$ cat config.mk
export PLATFORM = sky130hd
export DESIGN_NAME = b02_param
export DESIGN_NICKNAME = d
export VERILOG_FILES = /design/src/rtl/b02_param_pkg.sv /design/src/rtl/b02_param_chan.sv /design/src/rtl/b02_param.sv
export SDC_FILE = /design/constraint.sdc
export NUM_CORES = 1
export LEC_CHECK = 0
export BUFFER_PORTS_ARGS = -buffer_cell sky130_fd_sc_hd__buf_2
export CORE_MARGIN = 1.5
export CORE_UTILIZATION = 40
export CTS_BUF_LIST = sky130_fd_sc_hd__clkbuf_8
export DETAILED_ROUTE_END_ITERATION = 16
export GPL_ROUTABILITY_DRIVEN = 0
export SLEW_MARGIN = 10
export SYNTH_ARGS = -nofsm -noshare
export SYNTH_HDL_FRONTEND = slang
export SYNTH_SLANG_ARGS = --single-unit
$ cat constraint.sdc
create_clock -name clock -period 2.1 [get_ports clock]
set_input_delay 0.315 -clock clock [delete_from_list [all_inputs] [get_ports clock]]
set_output_delay 0.315 -clock clock [all_outputs]
set_load 0.05 [all_outputs]
$ cat src/rtl/b02_param_pkg.sv
// Shared types and helpers for the b02_param multi-channel serial digit recogniser.
// Latency: none (package only).
// Backpressure: none; the recogniser accepts bits whenever EN is high.
package b02_param_pkg;

    // Per-channel recogniser state: waiting for a first bit, or part-way through a digit.
    typedef enum logic {
        IDLE    = 1'b0,
        COLLECT = 1'b1
    } chan_state_t;

    // Bit-order select values for the MODE input.
    localparam logic MODE_MSB = 1'b0;
    localparam logic MODE_LSB = 1'b1;

    // Saturating increment for counters up to 32 bits wide: holds at 2**width-1.
    function automatic logic [31:0] sat_inc(input logic [31:0] value, input int width);
        logic [32:0] max_v;
        max_v = (33'd1 << width) - 33'd1;
        if ({1'b0, value} >= max_v) begin
            return value;
        end
        return value + 32'd1;
    endfunction

endpackage

$ cat src/rtl/b02_param_chan.sv
// One recogniser channel: assembles DIGIT_W-bit digits from a gated serial stream and classifies them.
// Latency: U_REG/ERR/DIGIT/HIT_CNT update on the same edge that samples the final bit (1 cycle after input).
// Backpressure: none; a bit is consumed every cycle en=1, back-to-back digits need no gap.
module b02_param_chan
    import b02_param_pkg::*;
#(
    parameter int DIGIT_W = 4,
    parameter int LIMIT   = 10,
    parameter int CNT_W   = 8
) (
    input  logic               clock,
    input  logic               reset,
    input  logic               en,
    input  logic               linea,
    input  logic               mode,
    input  logic               sync,
    input  logic               clr,
    output logic               u_reg,
    output logic               err,
    output logic [DIGIT_W-1:0] digit,
    output logic [CNT_W-1:0]   hit_cnt
);

    localparam int                 BC_W    = $clog2(DIGIT_W);
    localparam logic [BC_W-1:0]    BC_LAST = BC_W'(DIGIT_W - 1);
    // One extra bit so LIMIT = 2**DIGIT_W is representable (every digit valid).
    localparam logic [DIGIT_W:0]   LIMIT_V = (DIGIT_W + 1)'(LIMIT);

    chan_state_t        state;
    chan_state_t        state_nxt;
    logic [BC_W-1:0]    bc;
    logic [BC_W-1:0]    bc_nxt;
    logic [DIGIT_W-1:0] sr;
    logic [DIGIT_W-1:0] sr_nxt;

    // A new digit starts from an empty register either from IDLE or when SYNC
    // throws away the partial digit in the same cycle as a fresh bit.
    logic               start;
    logic [BC_W-1:0]    base_bc;
    logic [DIGIT_W-1:0] base_sr;
    logic [DIGIT_W-1:0] asm_val;
    logic               done;
    logic               valid;

    // State register, bit counter and partial-digit shift register.
    always_ff @(posedge clock or negedge reset) begin
        if (!reset) begin
            state <= IDLE;
            bc    <= '0;
            sr    <= '0;
        end else begin
            state <= state_nxt;
            bc    <= bc_nxt;
            sr    <= sr_nxt;
        end
    end

    // Next-state logic: place the incoming bit, detect completion, honour SYNC.
    always_comb begin
        state_nxt = state;
        bc_nxt    = bc;
        sr_nxt    = sr;
        done      = 1'b0;
        start     = sync || (state == IDLE);
        base_bc   = start ? '0 : bc;
        base_sr   = start ? '0 : sr;

        if (mode == MODE_LSB) begin
            asm_val = base_sr | (DIGIT_W'(linea) << base_bc);
        end else begin
            asm_val = {base_sr[DIGIT_W-2:0], linea};
        end

        if (en) begin
            // base_bc is 0 whenever start is set, so SYNC always suppresses completion.
            if (base_bc == BC_LAST) begin
                done      = 1'b1;
                state_nxt = IDLE;
                bc_nxt    = '0;
                sr_nxt    = '0;
            end else begin
                state_nxt = COLLECT;
                bc_nxt    = base_bc + BC_W'(1);
                sr_nxt    = asm_val;
            end
        end else if (sync) begin
            state_nxt = IDLE;
            bc_nxt    = '0;
            sr_nxt    = '0;
        end
    end

    assign valid = ({1'b0, asm_val} < LIMIT_V);

    // Registered completion outputs: single-cycle pulses, held digit value.
    always_ff @(posedge clock or negedge reset) begin
        if (!reset) begin
            u_reg <= 1'b0;
            err   <= 1'b0;
            digit <= '0;
        end else begin
            u_reg <= done && valid;
            err   <= done && !valid;
            if (done) begin
                digit <= asm_val;
            end
        end
    end

    // Saturating valid-digit counter; CLR takes priority over a same-cycle hit.
    always_ff @(posedge clock or negedge reset) begin
        if (!reset) begin
            hit_cnt <= '0;
        end else if (clr) begin
            hit_cnt <= '0;
        end else if (done && valid) begin
            hit_cnt <= CNT_W'(sat_inc(32'(hit_cnt), CNT_W));
        end
    end

endmodule

$ cat src/rtl/b02_param.sv
// NCH independent serial digit recognisers with packed per-channel outputs.
// Latency: 1 cycle from the final bit of a digit to U_REG/ERR/DIGIT/HIT_CNT.
// Backpressure: none; each channel consumes LINEA whenever its EN bit is high.
module b02_param
    import b02_param_pkg::*;
#(
    parameter int NCH     = 2,
    parameter int DIGIT_W = 4,
    parameter int LIMIT   = 10,
    parameter int CNT_W   = 8
) (
    input  logic                     clock,
    input  logic                     reset,
    input  logic [NCH-1:0]           EN,
    input  logic [NCH-1:0]           LINEA,
    input  logic                     MODE,
    input  logic [NCH-1:0]           SYNC,
    input  logic                     CLR,
    output logic [NCH-1:0]           U_REG,
    output logic [NCH-1:0]           ERR,
    output logic [NCH*DIGIT_W-1:0]   DIGIT,
    output logic [NCH*CNT_W-1:0]     HIT_CNT
);

    // MODE and CLR are shared; everything else is sliced per channel.
    for (genvar i = 0; i < NCH; i++) begin : g_chan
        b02_param_chan #(
            .DIGIT_W (DIGIT_W),
            .LIMIT   (LIMIT),
            .CNT_W   (CNT_W)
        ) u_chan (
            .clock   (clock),
            .reset   (reset),
            .en      (EN[i]),
            .linea   (LINEA[i]),
            .mode    (MODE),
            .sync    (SYNC[i]),
            .clr     (CLR),
            .u_reg   (U_REG[i]),
            .err     (ERR[i]),
            .digit   (DIGIT[i*DIGIT_W +: DIGIT_W]),
            .hit_cnt (HIT_CNT[i*CNT_W +: CNT_W])
        );
    end

endmodule

==> results of run 1 <==
-- area by class of cell --
cell class | instances | share of cell area
Multi-Input combinational cell | 158 | 0.4185
Sequential cell | 42 | 0.3994
Timing Repair Buffer | 45 | 0.09320
Clock buffer | 8 | 0.04185
Tap cell | 72 | 0.03424
Inverter | 9 | 0.01284
-- synthesized netlist by cell type, types with 3 or more instances --
| library cell | n | area, um2 |
|---|---|---|
| and3_1 | 4 | 25.02 |
| a21oi_1 | 10 | 50.05 |
| clkbuf_1 | 3 | 11.26 |
| nand3_1 | 7 | 35.03 |
| buf_4 | 4 | 30.03 |
| or3_1 | 3 | 18.77 |
| dfrtp_1 | 42 | 1051 |
| a22o_1 | 4 | 35.03 |
| inv_1 | 9 | 33.78 |
| nor2_1 | 17 | 63.81 |
| nand2_1 | 22 | 82.58 |
| nor3_1 | 4 | 20.02 |
| and2_1 | 3 | 18.77 |
| o21ai_0 | 18 | 90.09 |
| mux2_2 | 9 | 101.4 |
| a31oi_1 | 3 | 18.77 |
| or4_1 | 3 | 22.52 |
| o31ai_1 | 3 | 22.52 |
| nor2b_1 | 7 | 43.79 |
-- metal layers --
metal / track usage / share of wire / vias to the layer above
met5: 0 / 0 / -
met4: 0.04821 / 0.010 / 0
met3: 0.04941 / 0.046 / 8
met2: 0.2357 / 0.46 / 43
met1: 0.2174 / 0.49 / 839
li1: - / - / 878
-- report_power, final --
group          switching [mW]  internal [mW]  total (mW)  leakage (nW)
Combinational           0.179         0.0793       0.258         0.611
Clock                   0.289          0.332       0.621        0.0575
Sequential             0.0340          0.846       0.880         0.565
Total                   0.502           1.26        1.76          1.23
-- worst max-delay path, delay by kind of cell, from the launching register on --
kind	cells	cell delay, ps
muxes	1	310
AOI/OAI and AO/OA	2	780
DFF	1	460
and+or+nand+nor	2	360
-- stage by stage --
| stage | total power [mW] | worst slack, ps |
|---|---|---|
| 3_3_place_gp | 1.156 | 86.51 |
| 4_1_cts | 1.781 | 106.4 |
| 2_1_floorplan | 1.076 | 189.5 |
| 6_report | 1.760 | 79.70 |
| 3_5_place_dp | 1.159 | 34.76 |
| 5_1_grt | 1.845 | 13.31 |
-- path summary, 6_finish.rpt --
path,start,end,slack [ps],cells after the start
worst max-delay path,g_chan[1].u_chan.bc[0]$_DFFE_PN0P_,g_chan[1].u_chan.hit_cnt[0]$_DFFE_PN0P_,80,5
worst min register to register,g_chan[0].u_chan.digit[0]$_DFFE_PN0P_,g_chan[0].u_chan.digit[0]$_DFFE_PN0P_,480,2
worst min-delay path,reset,g_chan[1].u_chan.u_reg$_DFF_PN0_,80,2
min in group clock,SYNC[0],g_chan[0].u_chan.bc[1]$_DFFE_PN0P_,240,2
worst max register to register,g_chan[1].u_chan.bc[0]$_DFFE_PN0P_,g_chan[1].u_chan.hit_cnt[0]$_DFFE_PN0P_,80,5
max in group asynchronous,reset,g_chan[0].u_chan.state$_DFFE_PN0P_,1670,2
-- cell families after synthesis --
logic type / Yosys count / share of synthesized area
AOI/OAI and AO/OA: 58 / 0.2009
adders and majority gates: 2 / 0.01113
DFF: 42 / 0.4674
and+or+nand+nor: 87 / 0.2204
muxes: 11 / 0.05454
buffers and inverters: 19 / 0.04563
==> reports/summary.txt, run 1 <==
Port buffer count -> 37
Die footprint -> 0.006080 mm2
Post-synthesis instance area -> 0.002248 mm2
First-pass DRT Iterations -> 4
Synth Warn # -> 0
Avg WL per Cell -> 13.39 um
Starting DRC count in detailed routing -> 113
Initial Util -> 0.4108
Global-route wire length before repair -> 7.493 mm
Cell total after placement -> 326
Crit share post-route -> 0.9620
Layout area overhead -> 17.03%
Design Area, Final -> 0.002631 mm2
Maximum operating frequency -> 0.4950 GHz
Layout Utilization -> 0.4808
CP startpoint kind -> flop
Clk_lat worst skew -> 300 ps
Root buf cell -> clkbuf_8
Via count -> 1768
Synth Net Count -> 231
# IOs -> 38
Yosys cell types -> 54
Relative slew margins -> 0.6512
Layout cells sized above 1 -> 0.2939
# H-tree levels -> 2
Clk slew on worst S/H paths -> 80 ps
Sequential cell area fraction in the yosys report -> 0.4674
Status -> complete, no violations
Largest net degree at the start of global routing -> 43
Top Registers -> g_chan.u_chan.hit_cnt (16), g_chan.u_chan.digit (8), g_chan.u_chan.sr (8)
CTS tree -> done
Mean post-synth cell area -> 10.27 um2
Max reg flops -> 16
P_leak -> 1.234 nW
# setup viols final -> 0
Register area -> 0.001051 mm2
Crit-path cells -> nand3b_1 > a311oi_4 > o21a_1 > nor2_1 > mux2_1
Most flop-heavy register -> g_chan.u_chan.hit_cnt
# nets final -> 273
Setup Buffers After CTS -> 0
Post-synth EDFFs -> 0
Fill cells -> 552
Critical path endpoint category -> flop
Final ANT Viol Nets -> 0
Worst-path cell with the longest stage delay -> dfrtp_1
Max capacitance violation total -> 0
Area of the multi-input gates -> 0.001101 mm2
Crit path largest cell delay -> 460 ps
Final Critical Period -> 2020 ps
CP max FO -> 10
Non-Filler Instances -> 334
Worst slew pin tran -> 523.2 ps
Most common cell after layout, fill and taps aside -> dfrtp_1
Max Clock Skew -> 5.695 ps
Hold WS -> 78.37 ps
Die Height -> 77.98 um
Most frequent cells in the layout -> dfrtp_1, buf_2, nand2_1
N_diodes -> 0
Setup TNS Final -> 0 ps
CP Class -> reg -> reg
Placed Area -> 0.002515 mm2
Clock sinks -> 42
Power density cells -> 668.7 mW/mm2
Bufs on Longest Clock Path -> 2
Final WL -> 4.473 mm
Core Area -> 0.005473 mm2
Row cnt -> 27
Count of hold-fix buffers inserted at cts -> 0
Vias in the first global route -> 1572
GRT overflow -> 0
Worst hold-check path type -> in -> async
Final hold violation count -> 0
Post-synth ARST share -> 1.000
Die W -> 77.98 um
Max VDD drop -> 0.2905 mV
Post-DP HPWL -> 3.125 mm
Post-DR vias/cell -> 5.293
Worst EP arrival -> 2210 ps
Critical path required time -> 2290 ps
Post-Synthesis Cells -> 219
Main synth FF type -> dfrtp_1
Initial antenna violation count -> 0
Seq cells post-synth -> 42
Pins Over Slew Limit -> 0
DRC Markers -> 0
RSZ-0062 raised after global routing -> no
GRT Overall Usage -> 0.1575
Post-cts resize count -> 0
Number of buffers created by CTS -> 5
Note: power is estimated with default switching activity, not from simulation.
==> inputs of run 2 (changes only) <==
--- a/config.mk
+++ b/config.mk
@@ -5,13 +5,13 @@
 export SDC_FILE = /design/constraint.sdc
 export NUM_CORES = 1
 export LEC_CHECK = 0
-export BUFFER_PORTS_ARGS = -buffer_cell sky130_fd_sc_hd__buf_2
+export ABC_AREA = 1
 export CORE_MARGIN = 1.5
 export CORE_UTILIZATION = 40
 export CTS_BUF_LIST = sky130_fd_sc_hd__clkbuf_8
 export DETAILED_ROUTE_END_ITERATION = 16
+export DONT_BUFFER_PORTS = 1
 export GPL_ROUTABILITY_DRIVEN = 0
-export SLEW_MARGIN = 10
 export SYNTH_ARGS = -nofsm -noshare
 export SYNTH_HDL_FRONTEND = slang
 export SYNTH_SLANG_ARGS = --single-unit
==> reports/summary.txt, run 2 <==
Final hold violation count -> 0
Port buffer count -> 0
Clock sinks -> 42
Final WL -> 5.002 mm
Post-Synthesis Cells -> 290
Post-DP HPWL -> 3.532 mm
Synth Net Count -> 302
Max VDD drop -> 0.3409 mV
Initial Util -> 0.4145
Main synth FF type -> dfrtp_1
Setup TNS Final -> 0 ps
Worst EP arrival -> 1830 ps
Fill cells -> 570
Routed length on met2 -> 2.294 mm
Area contributors post-synth -> dfrtp_1, nand2_1, nand3_1
Routed wl met3 -> 354 um
Post-synth EDFFs -> 0
Root buf cell -> clkbuf_8
Relative slew margins -> 0.5920
Bufs on Longest Clock Path -> 2
Worst slew pin tran -> 608.2 ps
Power density cells -> 707.4 mW/mm2
DRC Markers -> 0
Most flop-heavy register -> g_chan.u_chan.hit_cnt
Die footprint -> 0.006168 mm2
Most common cell after layout, fill and taps aside -> nand2_1
CP Class -> reg -> reg
Yosys cell types -> 28
Critical path required time -> 2280 ps
GRT Overall Usage -> 0.1738
Clk slew on worst S/H paths -> 80 ps
Layout cells sized above 1 -> 0.1429
First-pass DRT Iterations -> 4
Seq cells post-synth -> 42
Number of buffers created by CTS -> 5
Die Height -> 78.54 um
Design Area, Final -> 0.002566 mm2
Sequential cell area fraction in the yosys report -> 0.4605
Layout area overhead -> 12.45%
Placed Area -> 0.002445 mm2
Top layer reached by signal wires -> met4
Setup Buffers After CTS -> 0
Final ANT Viol Nets -> 0
Post-synth ARST share -> 1.000
Avg WL per Cell -> 13.16 um
Final Critical Period -> 1650 ps
# setup viols final -> 0
RSZ-0062 raised after global routing -> no
Starting DRC count in detailed routing -> 97
Global-route wire length before repair -> 8.583 mm
Post-synthesis instance area -> 0.002282 mm2
Core Area -> 0.005507 mm2
CP startpoint kind -> flop
Largest net degree at the start of global routing -> 43
Wire length on met1 -> 2.295 mm
Die W -> 78.54 um
N_diodes -> 0
CP max FO -> 9
Via count -> 1910
Max reg flops -> 16
Max capacitance violation total -> 0
Max Clock Skew -> 7.158 ps
CTS tree -> done
# nets final -> 319
Row cnt -> 27
Critical path endpoint category -> flop
Vias in the first global route -> 1918
R2r worst-path depth -> 11
Non-Filler Instances -> 380
Crit share post-route -> 0.7859
Commonest cells post-synth -> nand2_1, dfrtp_1, nand3_1
P_leak -> 1.268 nW
GRT overflow -> 0
# IOs -> 38
Synth area leader -> dfrtp_1
Min-Delay Path Depth -> 2
Post-DR vias/cell -> 5.026
Status -> complete, no violations
Layout Utilization -> 0.4660
Most common cell in the netlist -> nand2_1
Mean post-synth cell area -> 7.870 um2
Cell total after placement -> 370
Top Registers -> g_chan.u_chan.hit_cnt (16), g_chan.u_chan.digit (8), g_chan.u_chan.sr (8)
Maximum operating frequency -> 0.6059 GHz
Share of the synthesized area in the top cell type -> 0.4605
# H-tree levels -> 2
Most frequent cells in the layout -> nand2_1, dfrtp_1, nand3_1
Initial antenna violation count -> 0
Worst hold-check path type -> in -> reg
Clk_lat worst skew -> 290 ps
Synth Warn # -> 0
Pins Over Slew Limit -> 0
[run 2: changes by cell type after synthesis, moves of 9 or more]
cell,change
nand2_1,+55
nand3_1,+34
inv_1,+19
mux2_2,-9
nor2_1,+9
[run 2: power by group]
| part | total, mW | switching, mW | internal (mW) |
|---|---|---|---|
| Combinational | 0.283 | 0.195 | 0.0882 |
| Clock | 0.542 | 0.281 | 0.261 |
| Sequential | 0.991 | 0.126 | 0.865 |
| Total | 1.82 | 0.602 | 1.21 |
[run 2: path summary, 6_finish.rpt]
path                                                          from                                      end  slack [ps]
worst max register to register  g_chan[1].u_chan.state$_DFFE_PN0P_  g_chan[1].u_chan.hit_cnt[5]$_DFFE_PN0P_         450
worst min-delay path                                         EN[1]       g_chan[1].u_chan.sr[0]$_DFFE_PN0P_         160
worst max-delay path            g_chan[1].u_chan.state$_DFFE_PN0P_  g_chan[1].u_chan.hit_cnt[5]$_DFFE_PN0P_         450
max in group asynchronous                                    reset           g_chan[1].u_chan.err$_DFF_PN0_        1420
min in group asynchronous                                    reset       g_chan[0].u_chan.bc[1]$_DFFE_PN0P_         470
worst min register to register  g_chan[1].u_chan.sr[2]$_DFFE_PN0P_       g_chan[1].u_chan.sr[2]$_DFFE_PN0P_         520
[run 2: kinds of logic after synthesis]
kind of cell	share of synthesized area
and+or+nand+nor	0.3372
adders and majority gates	0.01096
buffers and inverters	0.07511
xor gates and xnor gates	0.03454
AOI/OAI and AO/OA	0.08168
DFF	0.4605
[run 2: cell type report]
type,instances,area (um2),share of cell area
inverter,33,123.9,0.04827
timing repair buffer,18,150.1,0.05851
clock buffer,6,82.58,0.03218
clock inverter,2,8.758,0.003413
sequential,42,1051,0.4096
tap,72,90.09,0.03510
multi-input combinational,207,1060,0.4130
[run 2: routing by layer]
metal,vias to the layer above,global-route usage
met3,7,0.06395
met5,-,0
met4,0,0.06429
met2,51,0.2733
met1,884,0.2170
li1,968,-
[run 2: through the flow]
step / setup slack, ps / total power [mW] / hold WS (ps)
floorplan: 263.3 / 1.207 / 19.41
global placement: 482.0 / 1.265 / 20.67
detailed placement: 469.0 / 1.268 / 21.03
CTS: 441.4 / 1.842 / 150.6
global route: 248.2 / 1.909 / 169.0
finish: 449.7 / 1.815 / 164.1
[run 2: critical path, stage by stage (launching register included)]
cell	delay [ps]
dfrtp_1	460
inv_1	80
nor2_1	160
nand4_1	110
nand2_1	70
nand2_1	90
nand2_1	110
nand2_2	80
nand3_4	130
nand2_4	110
nand2_1	90
nand2_1	50
[run 2: repair_timing]
item / in CTS / in global routing
resized for setup: 0 / 0
hold endpoints to repair: 42 / 0
hold buffers: 2 / 0
